## src/rtl/count_sequencer_if.sv

```systemverilog
// Command/status bundle for count_sequencer: level commands in, registered count/flags out.
interface count_sequencer_if #(
  parameter int WIDTH = 16
);
  logic             start;
  logic             stop;
  logic             clear;
  logic             dir;
  logic [WIDTH-1:0] limit;
  logic [WIDTH-1:0] count;
  logic             tick;
  logic             busy;
  logic             done;

  modport master (
    output start, stop, clear, dir, limit,
    input  count, tick, busy, done
  );

  modport slave (
    input  start, stop, clear, dir, limit,
    output count, tick, busy, done
  );
endinterface

```

## src/rtl/count_sequencer.sv

```systemverilog
// Prescaled up/down counter sequencer (IDLE/RUN/PAUSE/DONE).
// Define AUTO_RELOAD_EN to restart from the start value at terminal count instead of stopping in DONE.
module count_sequencer #(
  parameter int DIV_MAX = 1000,
  parameter int WIDTH   = 16
) (
  input logic              clk,
  input logic              rst_n,
  count_sequencer_if.slave bus
);
`ifdef AUTO_RELOAD_EN
  localparam bit AutoReload = 1'b1;
`else
  localparam bit AutoReload = 1'b0;
`endif
  localparam int PW = (DIV_MAX > 0) ? $clog2(DIV_MAX + 1) : 1;

  typedef enum logic [1:0] {IDLE, RUN, PAUSE, DONE} state_t;

  state_t           state_q, state_d;
  logic [PW-1:0]    pre_q, pre_d;
  logic [WIDTH-1:0] count_q, count_d;
  logic [WIDTH-1:0] lim_q, lim_d;
  logic             dir_q, dir_d;
  logic             tick_q, tick_d;
  logic             done_q, done_d;
  logic             reload_q, reload_d;

  logic             cmd_clear, cmd_stop, cmd_start;
  logic             load, load_term, run_go, step, term;
  logic [WIDTH-1:0] start_val, end_val, step_val;

  // Priority: clear > stop > start.
  assign cmd_clear = bus.clear;
  assign cmd_stop  = bus.stop & ~bus.clear;
  assign cmd_start = bus.start & ~bus.stop & ~bus.clear;

  assign load      = cmd_start & ((state_q == IDLE) | (state_q == DONE));
  assign load_term = (bus.limit == '0);
  assign run_go    = (state_q == RUN) & ~bus.stop & ~bus.clear;
  assign step      = run_go & (pre_q == PW'(DIV_MAX));

  assign start_val = dir_q ? '0 : lim_q;
  assign end_val   = dir_q ? lim_q : '0;
  // A pending reload replaces the step, so count never runs past the end value.
  assign step_val  = reload_q ? start_val
                   : (dir_q ? count_q + 1'b1 : count_q - 1'b1);
  assign term      = step & (step_val == end_val);

  always_ff @(posedge clk) begin
    if (!rst_n) begin
      state_q  <= IDLE;
      pre_q    <= '0;
      count_q  <= '0;
      lim_q    <= '0;
      dir_q    <= 1'b1;
      tick_q   <= 1'b0;
      done_q   <= 1'b0;
      reload_q <= 1'b0;
    end else begin
      state_q  <= state_d;
      pre_q    <= pre_d;
      count_q  <= count_d;
      lim_q    <= lim_d;
      dir_q    <= dir_d;
      tick_q   <= tick_d;
      done_q   <= done_d;
      reload_q <= reload_d;
    end
  end

  always_comb begin
    state_d = state_q;
    case (state_q)
      IDLE, DONE: if (load) state_d = (load_term && !AutoReload) ? DONE : RUN;
      RUN: begin
        if (cmd_stop)                 state_d = PAUSE;
        else if (term && !AutoReload) state_d = DONE;
      end
      PAUSE:   if (cmd_start) state_d = RUN;
      default: state_d = IDLE;
    endcase
    if (cmd_clear) state_d = IDLE;
  end

  always_comb begin
    pre_d    = pre_q;
    count_d  = count_q;
    lim_d    = lim_q;
    dir_d    = dir_q;
    tick_d   = 1'b0;
    done_d   = AutoReload ? 1'b0 : done_q;
    reload_d = reload_q;
    if (cmd_clear) begin
      pre_d    = '0;
      count_d  = '0;
      done_d   = 1'b0;
      reload_d = 1'b0;
    end else if (load) begin
      dir_d    = bus.dir;
      lim_d    = bus.limit;
      count_d  = bus.dir ? '0 : bus.limit;
      pre_d    = '0;
      // Start equal to end: terminal on entry, without a step.
      done_d   = load_term;
      reload_d = AutoReload & load_term;
    end else if (run_go) begin
      if (step) begin
        pre_d    = '0;
        count_d  = step_val;
        tick_d   = 1'b1;
        done_d   = term;
        reload_d = AutoReload & term;
      end else begin
        pre_d = pre_q + 1'b1;
      end
    end
  end

  assign bus.count = count_q;
  assign bus.tick  = tick_q;
  assign bus.done  = done_q;
  assign bus.busy  = (state_q == RUN);
endmodule

```

## src/flat_wrapper.sv

```systemverilog
// flat-port wrapper written by rule: the top's interface ports become plain ports
module count_sequencer_flat 
#(
  parameter int DIV_MAX = 1000,
  parameter int WIDTH   = 16
)
  (clk, rst_n, bus_start, bus_stop, bus_clear, bus_dir, bus_limit, bus_count, bus_tick, bus_busy, bus_done);
  count_sequencer_if #(.WIDTH(WIDTH)) bus_i ();
  input logic clk;
  input logic rst_n;
  input wire logic [$bits(bus_i.start)-1:0] bus_start;
  input wire logic [$bits(bus_i.stop)-1:0] bus_stop;
  input wire logic [$bits(bus_i.clear)-1:0] bus_clear;
  input wire logic [$bits(bus_i.dir)-1:0] bus_dir;
  input wire logic [$bits(bus_i.limit)-1:0] bus_limit;
  output wire logic [$bits(bus_i.count)-1:0] bus_count;
  output wire logic [$bits(bus_i.tick)-1:0] bus_tick;
  output wire logic [$bits(bus_i.busy)-1:0] bus_busy;
  output wire logic [$bits(bus_i.done)-1:0] bus_done;
  assign bus_i.start = bus_start;
  assign bus_i.stop = bus_stop;
  assign bus_i.clear = bus_clear;
  assign bus_i.dir = bus_dir;
  assign bus_i.limit = bus_limit;
  assign bus_count = bus_i.count;
  assign bus_tick = bus_i.tick;
  assign bus_busy = bus_i.busy;
  assign bus_done = bus_i.done;
  count_sequencer #(.DIV_MAX(DIV_MAX), .WIDTH(WIDTH)) u_core (.clk(clk), .rst_n(rst_n), .bus(bus_i));
endmodule
```

## config.mk

```make
export PLATFORM = sky130hd
export DESIGN_NAME = count_sequencer_flat
export DESIGN_NICKNAME = d
export VERILOG_FILES = /design/src/rtl/count_sequencer_if.sv /design/src/rtl/count_sequencer.sv /design/src/flat_wrapper.sv
export SDC_FILE = /design/constraint.sdc
export NUM_CORES = 1
export LEC_CHECK = 0
export ABC_AREA = 1
export ABC_CLOCK_PERIOD_IN_PS = 2600
export CAP_MARGIN = 25
export CELL_PAD_IN_SITES_DETAIL_PLACEMENT = 1
export CELL_PAD_IN_SITES_GLOBAL_PLACEMENT = 1
export CORE_MARGIN = 8
export CORE_UTILIZATION = 37
export CTS_BUF_LIST = sky130_fd_sc_hd__clkbuf_8
export CTS_CLUSTER_DIAMETER = 40
export CTS_CLUSTER_SIZE = 24
export DETAILED_ROUTE_END_ITERATION = 8
export PLACE_DENSITY = 0.9
export SLEW_MARGIN = 20
export SYNTH_ARGS = -nofsm -noshare
export SYNTH_HDL_FRONTEND = slang
export SYNTH_SLANG_ARGS = --single-unit
```

## constraint.sdc

```tcl
create_clock -name clk -period 2.6 [get_ports clk]
set_input_delay 0.26 -clock clk [delete_from_list [all_inputs] [get_ports clk]]
set_output_delay 0.26 -clock clk [all_outputs]
set_load 0.01 [all_outputs]
```

==> flow_metrics.tcl <==
set metrics [dict create \
    power_uw 1900 \
    rrSetupSlack_ns -0.05 \
    drc 0 \
    clockRootBuffer "clkbuf_8" \
    violations "setup timing" \
    fin_crit_ns 2.65 \
    dp_hpwl_um 9820 \
    gr-usage-met3_pct 3.19 \
    diodes 0 \
    finalSetupViolCount 2 \
    clockBufferDepth 2 \
    hold_viol 0 \
    end_kind "register" \
    placed_cell_area_um2 4150 \
    rows 35 \
    hp-class "reg -> reg" \
    nNetsFinal 659 \
    gp_congestion 0.917 \
    grt_overflow_total 0 \
    synth_cell_types 44 \
    antenna_found_initial 0 \
    outcome "finished with violations" \
    synthArstFlopShare_pct 0 \
    stdcell_area_um2 4730 \
    totalWireLength_um 15200 \
    finalClockSkew_ns 0.00941 \
    reg2reg_from "u_core.dir_q" \
    syn_area_um2 3500 \
    ys_warn_count 0 \
    cp-start-kind "register" \
    grt_busiest_layer "met2" \
    slew_violations 0 \
    die_h_um 113 \
    synth_edf_count 0 \
    areaGrowthSynthToFinish_pct 35.0 \
    grt_max_degree 21 \
    dieWidth_um 113 \
    yosys.area.top_type "dfxtp_1" \
    pwr_density_cell_nw_per_um2 402 \
    io_pins 41 \
    setup_ws_ns -0.0519 \
    syn_avg_cell_area_um2 6.20 \
    antenna_left 0 \
    dieArea_um2 12800 \
    synthFlopType "dfxtp_1" \
    grt_pass1_wl_um 21000 \
    ys_top_cells_by_area "dfxtp_1 (27%), nand2_1 (18%), nand3_1 (10%)" \
    critPathKind "reg -> reg" \
    nFillCells 1186 \
    cts_tree "built" \
    hp-start "u_core.lim_q[13]" \
    grt.met2_usage_pct 36.0 \
    htreeDepth 2 \
    dr.pass1.iters 4 \
    track_usage_pct 20.1 \
    cts_sinks 47 \
    dpl_worst_slack_ns -0.0728 \
    ys_seq_area_share_pct 26.9 \
    met1_usage_pct 23.2 \
    p_leak_uw 0.00210 \
    synthCells 565 \
    drv_cap 0 \
    detail_route.iter0.violations 266 \
    core_area_um2 9200 \
    tightestPinTransition_ns 0.734 \
    seqCellArea_um2 945 \
    vias 4332 \
    clock_latency_ns 0.32 \
    final_cell_mix "nand2_1 (140), inv_1 (68), nand3_1 (59)" \
    port_buffers 40 \
    max-vdd-ir-drop_mv 0.323 \
    rsz0062_at_grt "yes" \
    crit_start "u_core.dir_q" \
    post-route-period-util_pct 102 \
    start_util_pct 38.1 \
    max_freq_mhz 377 \
    critPathMaxFanout 7 \
    ys_seq_elements 47 \
    reg2reg_to "u_core.state_q[1]" \
    endpoint "u_core.state_q[1]" \
    multi_input_area_um2 2610 \
    r2r.worst_path.cells 17 \
    relSlewSlack_pct 50.6 \
    ctsHoldBuffers 0 \
    drive_gt1_share_pct 20.8 \
    yosys.area.top_type_share_pct 26.9 \
    wl_per_cell_um 20.9 \
    path_clk_slew_ns 0.11 \
    grt_pass1_vias 4249 \
    cp.required_ns 2.83 \
    numCtsBuffers 5 \
    final_common_cell "nand2_1" \
    crit_arrival_ns 2.88 \
    syn-num-nets 606 \
    vias_per_cell 5.93 \
]
[power by group]
group / internal, uW / total (uW) / leakage [uW] / switching [uW]
sequential: 737 / 755 / 0.000380 / 17.7
clock: 391 / 700 / 0.0000703 / 309
combinational: 181 / 448 / 0.00165 / 267
[state kept, by name (all words and copies together), names as in the netlist]
| register | cells |
|---|---|
| u_core.lim_q | 16 |
| u_core.bus.done | 1 |
| u_core.state_q | 2 |
| u_core.bus.tick | 1 |
| u_core.dir_q | 1 |
| u_core.bus.count | 16 |
| u_core.pre_q | 10 |
[synthesized netlist by cell type, types with 2 or more instances]
cell type    n
nand2_1    170
inv_1       73
nand3_1     71
dfxtp_1     47
nor2_1      44
a21oi_1     32
o21ai_0     21
ha_1        18
a31oi_1      9
clkbuf_1     8
o22ai_1      7
nand2_2      5
buf_2        4
nand3b_1     4
nand4_1      4
nor3_1       4
nor4_1       4
a21oi_2      3
clkinv_1     3
inv_2        3
nor2_2       3
o21a_1       3
and2_1       2
nand3_2      2
xor2_1       2
[logic make-up (layout without fill, tap and decap cells)]
family | Yosys count | count (layout) | synth area share [%]
flip-flops | 47 | 47 | 26.9
adder cells (fa/ha/maj) | 19 | 19 | 7.00
AND/OR/NAND/NOR | 321 | 321 | 41.1
AO/OA/AOI/OAI | 80 | 80 | 13.0
buffers and inverters | 94 | 148 | 10.5
XOR/XNOR | 4 | 4 | 1.43
[area by class of cell]
class	count	share of cell area, %
clock buffers	5	1.45
clock inverters	3	1.51
inverters	79	6.40
multi-input cells	424	55.1
flip-flops and latches	47	20.0
well taps	111	2.94
repair buffers	61	12.6
[worst min-delay path by stage]
stage	slack (ns)	to	depth (start not counted)
after floorplan	0.36	u_core.dir_q	1
after global placement	0.45	u_core.lim_q[15]	2
after detailed placement	0.46	u_core.lim_q[13]	2
after CTS	0.47	u_core.lim_q[13]	2
after global routing	0.50	u_core.lim_q[14]	2
final	0.47	u_core.lim_q[13]	2
[critical path, cell delays in order, from the launching register on]
cell	delay, ns
dfxtp_4	0.39
clkinvlp_4	0.14
buf_12	0.18
ha_4	0.28
a21oi_4	0.19
nand2_2	0.09
nand2_1	0.11
nand3_2	0.13
nand2_2	0.13
nand2_1	0.07
nand2_1	0.08
nand3_1	0.11
nor2_2	0.12
nand3_2	0.11
o21ai_2	0.19
nand3_1	0.10
nand2_1	0.08
nor2_1	0.04
[per-layer routing]
| metal | vias up | share of wire, % |
|---|---|---|
| li1 | 1946 | - |
| met1 | 2104 | 39 |
| met2 | 207 | 50 |
| met3 | 75 | 5.9 |
| met4 | 0 | 4.7 |
| met5 | - | 0 |
[metrics by stage]
stage / setup TNS [ns] / utilization, % / hold slack, ns / std cells
floorplan: 0 / - / 0.359 / 565
global placement: 0 / 45.1 / 0.449 / 716
detailed placement: -0.0933 / 45.1 / 0.455 / 716
CTS: 0 / 47.3 / 0.471 / 725
global route: -0.232 / 51.4 / 0.503 / 730
finish: -0.0570 / 51.4 / 0.468 / 730
[what timing repair did]
| item | in CTS | in global routing |
|---|---|---|
| endpoints found under the setup margin | 3 | 3 |
| cloned | 0 | 0 |
| setup buffers | 1 | 5 |
| gates resized for setup | 11 | 85 |
| pin swaps | 1 | 20 |
No activity file was read; power rests on OpenSTA's default activity.
